$ cat src/rtl/ring_rr_arb.sv
// Round-robin arbiter with a one-hot ring priority token, a per-grant hold
// limit, and one dead cycle between grants.
module ring_rr_arb #(
   parameter int N        = 4,
   parameter int MAX_HOLD = 8,
   localparam int HW      = $clog2(MAX_HOLD)
) (
   input  logic          clk,
   input  logic          rst,
   input  logic [N-1:0]  req,
   input  logic          done,
   output logic [N-1:0]  gnt,
   output logic          gnt_valid,
   output logic [N-1:0]  ptr,
   output logic [HW-1:0] hold_cnt,
   output logic          timeout
);

   typedef enum logic {IDLE, GRANT} state_t;

   localparam logic [HW-1:0] HOLD_LIM = HW'(MAX_HOLD - 1);
   localparam logic [N-1:0]  PTR_RST  = N'(1);

   state_t          state, state_nxt;
   logic [N-1:0]    gnt_nxt, ptr_nxt;
   logic [HW-1:0]   hold_nxt;
   logic            timeout_nxt;

   logic [N-1:0]    upper, masked, pick_src, pick;
   logic            gnt_req, at_lim, release_now;

   // Requesters at or above the token position win first; if none, the
   // lowest-indexed requester below the token wins (circular scan).
   assign upper    = ~(ptr - N'(1));
   assign masked   = req & upper;
   assign pick_src = (|masked) ? masked : req;
   assign pick     = pick_src & (~pick_src + N'(1));

   assign gnt_req     = |(req & gnt);
   assign at_lim      = (hold_cnt == HOLD_LIM);
   assign release_now = done | ~gnt_req | at_lim;

   always_comb begin
      state_nxt   = state;
      gnt_nxt     = gnt;
      ptr_nxt     = ptr;
      hold_nxt    = hold_cnt;
      timeout_nxt = 1'b0;
      unique case (state)
         IDLE: begin
            hold_nxt = '0;
            if (|req) begin
               gnt_nxt   = pick;
               state_nxt = GRANT;
            end
         end
         GRANT: begin
            if (release_now) begin
               gnt_nxt     = '0;
               ptr_nxt     = {gnt[N-2:0], gnt[N-1]};
               hold_nxt    = '0;
               // Only a pure hold-limit revocation counts as a timeout.
               timeout_nxt = at_lim & ~done & gnt_req;
               state_nxt   = IDLE;
            end else begin
               hold_nxt = hold_cnt + HW'(1);
            end
         end
         default: state_nxt = IDLE;
      endcase
   end

   always_ff @(posedge clk) begin
      if (!rst) begin
         state    <= IDLE;
         gnt      <= '0;
         ptr      <= PTR_RST;
         hold_cnt <= '0;
         timeout  <= 1'b0;
      end else begin
         state    <= state_nxt;
         gnt      <= gnt_nxt;
         ptr      <= ptr_nxt;
         hold_cnt <= hold_nxt;
         timeout  <= timeout_nxt;
      end
   end

   assign gnt_valid = |gnt;

endmodule
$ cat config.mk
export PLATFORM = sky130hd
export DESIGN_NAME = ring_rr_arb
export DESIGN_NICKNAME = d
export VERILOG_FILES = /design/src/rtl/ring_rr_arb.sv
export SDC_FILE = /design/constraint.sdc
export NUM_CORES = 1
export LEC_CHECK = 0
export BUFFER_PORTS_ARGS = -buffer_cell sky130_fd_sc_hd__buf_2
export CAP_MARGIN = 40
export CORE_MARGIN = 3
export CORE_UTILIZATION = 48
export DETAILED_ROUTE_END_ITERATION = 8
export GPL_TIMING_DRIVEN = 1
export PLACE_DENSITY = 0.77
export SYNTH_ARGS = -nofsm -noshare
export SYNTH_HDL_FRONTEND = slang
export SYNTH_SLANG_ARGS = --single-unit
$ cat constraint.sdc
create_clock -name clk -period 2.2 [get_ports clk]
set_clock_uncertainty 0.1 [all_clocks]
set_input_delay 0.44 -clock clk [delete_from_list [all_inputs] [get_ports clk]]
set_output_delay 0.44 -clock clk [all_outputs]
set_load 0.005 [all_outputs]
Word level (Yosys, flattened, before mapping)
Index checks and enable logic that the tools add are counted.

storage, ports and cells
  register bits = 13
  output and inout bits = 13
  word-level logic and storage cells = 39

cells by class
  add/subtract/negate cells = 3
  eq/ne operators = 3
  mux-type cells = 9
  bitwise gates (word level) = 12
  reduce and logical (&&, ||, !) cells = 7

operators with widths
  cell                                                                      count
  4-bit OR reduction                                                        4
  4-bit bitwise AND                                                         3
  4-bit 2-to-1 mux                                                          3
  4-bit NOT                                                                 2
  4-bit case mux with 2 select lines                                        1
  3-bit case mux with 2 select lines                                        1
  4-bit by 1-bit adder with 4-bit output (second input constant)            1
  2-bit AND reduction                                                       2
  4-bit by 1-bit subtractor with 4-bit output (second input constant)       1
  3-bit by 1-bit adder with 3-bit output (second input constant)            1
  3-bit equality test (second input constant)                               1
  3-bit 2-to-1 mux                                                          1
  1-bit NOT                                                                 3
  3-bit AND reduction                                                       1
  1-bit bitwise AND                                                         2
  1-bit 2-to-1 mux                                                          2
  2-bit by 1-bit inequality test with 1-bit output (second input constant)  1
  2-bit inequality test (second input constant)                             1
  1-bit OR                                                                  2
  1-bit case mux with 2 select lines                                        1

Logic depth before layout (Yosys ltp)
Gate-level depths: netlist (run 1).

  depth in word-level cells = 10
  mapped depth = 6
  mapped depth without buffers = 6

Worst setup path after synthesis (run 1)
Ideal clock, no wire load.

  path kind = reg2reg
  from = register hold_cnt[0]
  to = register gnt[1]
  library setup time = 0.092 ns
  arrival = 1.372 ns
  required time = 2.008 ns
  slack = 0.636 ns
  cell stages (with the launch flop) = 6
  path buffers = 1
  period minus slack after synthesis = 1.564 ns
  cell sequence = dfxtp_1 ha_1 ha_1 o31a_1 buf_6 o32ai_1

between the ends
  word-level cells in the longest chain between the ends = 4

ends and longest elaborated chain
  what                                                               RTL line  text
  start: declaration                                                 15        output logic [HW-1:0] hold_cnt,
  start signal: assignment                                           84        hold_cnt <= hold_nxt;
  3-bit equality test                                                40        assign at_lim = (hold_cnt == HOLD_LIM);
  1-bit OR                                                           41        assign release_now = done | ~gnt_req | at_lim;
  2-bit by 1-bit inequality test with 1-bit output (no source line)  -
  2-bit AND reduction (no source line)                               -
  end signal: assignment                                             82        gnt <= gnt_nxt;
  end: declaration                                                   12        output logic [N-1:0] gnt,

Every way passes these cells.
A chain may end at the register's enable or synchronous reset.

Worst setup path in the final report (run 1)
  from = register gnt[1]
  to = output port gnt_valid

between the ends
  word-level cells in the longest chain between the ends = 1

ends and longest elaborated chain
  what                RTL line  text
  4-bit OR reduction  89        assign gnt_valid = |gnt;
  end: declaration    13        output logic gnt_valid,

Every way passes these cells.

==> metrics.yaml, run 1 <==
synth:
  synth_top_cells_by_count: "dfxtp_1, nand2_1, and2_1, mux2i_1"
  synth-edff-count: 0
  synth_cell_type_count: 33
  avgSynthCellArea_um2: 9.56
  yosysTopAreaCell: "dfxtp_1"
  yosysSeqAreaShare_pct: 38.9
  syn_area_um2: 669
  async_flop_share_pct: 0
  yosys_most_used_dff: "dfxtp_1"
  syn-num-nets: 80
  synth_most_common_cell: "dfxtp_1"
  synth_area_leaders: "dfxtp_1, nand2_1, mux2i_1, ha_1, o32ai_1"
  synth_seq_cells: 13
  synth_top_cell_area_share_pct: 38.9
  syn_inst: 70
  yosys_warnings: 0
route:
  via_per_inst: 5.93
  detail_route.wl_per_cell_um: 14.7
  wirelength_um: 1540
  drtAntennaViolNets: 0
  drc: 0
  dr.pass1.iters: 4
  drt_iter0_markers: 16
  vias: 623
critical_path:
  worst_ep_required_time_ps: 1660
  cp_data_arrival_time_ps: 1320
  cp-start-kind: "flop"
  cp_max_fo: 4
  critPathKind: "reg2out"
  worstSetupEndpointType: "output pin"
clocking:
  cts_hold_buf: 0
  htree_levels: 1
  numClockSinks: 13
  root_buffer: "clkbuf_4"
  cts_tree: "yes"
  insertion_delay_ps: 280
  clockBufferDepth: 2
  clk_pin_slew_worst_paths_ps: 80
  cts_buffers: 3
  cts_setup_buffers: 0
  cts_resized: 0
timing:
  worst_pin_slew_ps: 570
  finalSetupTns_ps: 0
  rsz0062_at_grt: "false"
  fmax_ghz: 0.539
  setup_violations: 0
  hold_viol_final: 0
  slew_viol_final: 0
  slew_headroom_pct: 61.7
  fin_hold_ws_ps: 266
  min_period_over_period_pct: 84.3
  min_period_ps: 1860
flow_run:
  maxCapViolCount: 0
power:
  p_leak_uw: 0.000369
  ir_worst_vdd_mv: 0.432
  pwr_density_cell_nw_per_um2: 643
die:
  ios: 20
  die_y_um: 43.3
  initial_core_util_pct: 55.7
  coreArea_um2: 1200
  die_x_um: 43.3
  rows: 12
  die_area_um2: 1880
layout:
  nNetsFinal: 102
  drive_gt1_share_pct: 30.8
  fin_util_pct: 65.9
  area_growth_pct: 18.3
  final_cell_area_um2: 792
  diodes: 0
placement:
  hpwlAfterDp_um: 1200
  port_buffers: 19
  gp_congestion: 0.817
  placed_area_um2: 766
global_route:
  grt_pass1_vias: 564
  grt_max_degree: 12
  antenna_found_initial: 0
  grt_usage_pct: 18.7
  overflow: 0
  grt_first_pass_wirelength_um: 2570
hold_path:
  hp-class: "in2reg"
outcome:
  outcome: "finished clean"
## state kept, by name, summed over array words and instances (netlist names)
register,cells
state,1
ptr,4
hold_cnt,3
timeout,1
gnt,4
## cells in the final DEF, fill, tap and decap left out, types with 2 or more instances in the layout
master     n
mux2i_1    4
nor2_1     2
nand2_1   11
inv_1      3
o32ai_1    3
buf_2     19
dfxtp_1   13
a21oi_1    2
and2_1     4
nor4_1     2
ha_1       3
clkbuf_4   3
## per-stage QoR
step / total power, uW / worst slack (ps) / std cells
5_1_grt: 536 / 280 / 105
3_5_place_dp: 362 / 266 / 101
3_3_place_gp: 361 / 324 / 101
4_1_cts: 512 / 345 / 105
6_report: 510 / 345 / 105
2_1_floorplan: 331 / 636 / 70
## path summary, 6_finish.rpt
| check | endpoint | slack (ps) | from | cells after the start |
|---|---|---|---|---|
| setup / recovery | gnt_valid | 340 | gnt[1]$_SDFFE_PN0P_ | 2 |
| hold / removal | timeout$_SDFF_PN0_ | 270 | done | 2 |
| setup reg to reg | gnt[2]$_SDFFE_PN0P_ | 470 | hold_cnt[0]$_SDFF_PP0_ | 4 |
| hold reg to reg | hold_cnt[0]$_SDFF_PP0_ | 350 | hold_cnt[0]$_SDFF_PP0_ | 1 |
## area by class of cell
type | instances | area, um2
Tap cell | 14 | 17.5
Multi-Input combinational cell | 52 | 382
Fill cell | 113 | 409
Timing Repair Buffer | 19 | 95.1
Sequential cell | 13 | 260
Inverter | 3 | 11.3
Clock buffer | 4 | 26.3
## kinds of logic after synthesis
group	share of synthesized area, %
AO/OA/AOI/OAI	20.4
AND/OR/NAND/NOR	23.7
XOR/XNOR	1.31
multiplexers	5.98
buffers and inverters	4.11
adder cells (fa/ha/maj)	5.61
flip-flops	38.9
## critical path, stage by stage (launching register included)
cell	delay (ps)
dfxtp_1	350
or4_1	540
buf_2	140
## power by group
group	switching [uW]	internal, uW
clock	81.1	70.4
sequential	13.9	245
combinational	53.3	45.5
## per-layer routing
layer  global-route usage, %  share of wire [%]
met2                    26.3                 42
met5                       0                  0
met1                    25.1                 49
met3                    4.98                6.4
met4                    12.0                3.0
Power figures use the tool's default switching activity.
==> run 2, diff against run 1 <==
==> constraint.sdc (replaced) <==
create_clock -name clk -period 1.9 [get_ports clk]
set_clock_uncertainty 0.1 [all_clocks]
set_input_delay 0.38 -clock clk [delete_from_list [all_inputs] [get_ports clk]]
set_output_delay 0.38 -clock clk [all_outputs]
set_load 0.005 [all_outputs]
==> run 2 against run 1 <==
Sequential share of layout area decreased by 0.61 points; sequential cell count stayed put; sequential power grew 16%; power rose by 15%; worst hold slack worse by 65 ps; worst setup slack worse by 220 ps; clock-buffer cell count did not move.
==> metrics.yaml, run 2 (synthesis results as in run 1) <==
outcome:
  outcome: "finished clean"
critical_path:
  worstSetupEndpointType: "output pin"
  timing.critical_path.to: "gnt_valid"
  worst_ep_required_time_ps: 1420
  critical_path.max_stage_delay_ps: 530
  reg2regPathDepth: 6
  cp_max_fo: 4
  cp_data_arrival_time_ps: 1300
  cp-start-kind: "flop"
  reg2reg_to: "gnt[0]$_SDFFE_PN0P_"
  critPathSlowestCell: "or4_1"
  startpoint: "gnt[1]$_SDFFE_PN0P_"
  reg2reg_from: "ptr[0]$_SDFFE_PN1P_"
  critPathKind: "reg2out"
  crit_path_cell_trace: "or4_1 > buf_2"
  r2r_slack_ps: 140
clocking:
  cts_resized: 0
  numClockSinks: 13
  insertion_delay_ps: 280
  cts_setup_buffers: 0
  clk_pin_slew_worst_paths_ps: 80
  clockBufferDepth: 2
  htree_levels: 1
  cts_hold_buf: 0
  cts_tree: "yes"
  cts_buffers: 3
  root_buffer: "clkbuf_4"
timing:
  worst_pin_slew_ps: 394
  min_period_over_period_pct: 93.7
  min_period_ps: 1780
  fmax_ghz: 0.562
  setup_violations: 0
  slew_viol_final: 0
  finalSetupTns_ps: 0
  slew_headroom_pct: 73.4
  hold_viol_final: 0
  rsz0062_at_grt: "false"
hold_path:
  worstHoldPathCells: 2
  hp-class: "in2reg"
route:
  wirelength_um: 1500
  via_per_inst: 5.97
  dr.pass1.iters: 4
  detail_route.wl_per_cell_um: 14.0
  drtAntennaViolNets: 0
  vias: 639
  drt_iter0_markers: 13
  drc: 0
global_route:
  grt_pass1_vias: 634
  overflow: 0
  grt_usage_pct: 18.4
  grt_max_degree: 12
  grt_first_pass_wirelength_um: 2680
  antenna_found_initial: 0
layout:
  area_growth_pct: 20.6
  fillers: 107
  layout.cells.non_filler: 107
  final_cell_mix: "buf_2, dfxtp_1, nand2_1"
  diodes: 0
  nNetsFinal: 104
  layout_commonest_cell: "buf_2"
  drive_gt1_share_pct: 32.3
  reg.largest.list: "gnt (4), ptr (4), hold_cnt (3)"
die:
  rows: 12
  die_area_um2: 1880
  die_y_um: 43.3
  ios: 20
  coreArea_um2: 1200
  die_x_um: 43.3
  initial_core_util_pct: 55.7
power:
  p_leak_uw: 0.000378
  pwr_density_cell_nw_per_um2: 728
  ir_worst_vdd_mv: 0.429
flow_run:
  maxCapViolCount: 0
placement:
  gp_congestion: 0.835
  hpwlAfterDp_um: 1180
  dp_cells: 103
  port_buffers: 19
[run 2: changes by cell type in the layout (fill, tap and decap cells not counted), sizes merged]
cell	change
buf	+2
[run 2: layout make-up]
cell class                      instances  area, um2  share of cell area [%]
Inverter                                3       11.3                    1.40
Clock buffer                            4       26.3                    3.26
Multi-Input combinational cell         52        382                    47.3
Timing Repair Buffer                   21        110                    13.6
Sequential cell                        13        260                    32.2
Tap cell                               14       17.5                    2.17
[run 2: per-layer routing]
metal | track usage (%) | part of all wire (%) | vias up
li1 | - | - | 311
met1 | 25.0 | 46 | 290
met2 | 26.8 | 42 | 31
met3 | 4.98 | 9.6 | 7
met4 | 9.04 | 2.3 | 0
met5 | 0 | 0 | -
[run 2: worst min path at each step]
stage | start | to | slack (ps)
after global placement | hold_cnt[0]$_SDFF_PP0_ | hold_cnt[0]$_SDFF_PP0_ | 330
after CTS | done | timeout$_SDFF_PN0_ | 200
after global routing | done | timeout$_SDFF_PN0_ | 220
after detailed placement | hold_cnt[0]$_SDFF_PP0_ | hold_cnt[0]$_SDFF_PP0_ | 330
after floorplan | hold_cnt[0]$_SDFF_PP0_ | hold_cnt[0]$_SDFF_PP0_ | 340
final | done | timeout$_SDFF_PN0_ | 200
[run 2: through the flow]
stage | total power, uW | setup slack, ps | util [%] | area (um2) | hold slack, ps
after floorplan | 383 | 336 | - | 669 | 339
after global placement | 422 | 152 | 65.0 | 781 | 328
after detailed placement | 424 | 117 | 65.0 | 781 | 334
after CTS | 591 | 129 | 67.2 | 807 | 199
after global routing | 620 | 84.2 | 67.2 | 807 | 217
final | 588 | 120 | 67.2 | 807 | 200
[run 2: where the power goes]
| part | switching [uW] | internal, uW | leakage (uW) | total, uW |
|---|---|---|---|---|
| registers | 16.8 | 284 | 0.000106 | 301 |
| logic | 62.1 | 55.9 | 0.000258 | 118 |
| clock network | 87.3 | 81.6 | 0.0000150 | 169 |
| total | 166 | 422 | 0.000378 | 588 |
[run 2: critical path, delay by kind of cell, from the launching register on]
family                 cells  cell delay [ps]
AND/OR/NAND/NOR            1              530
flip-flops                 1              360
buffers and inverters      1              140
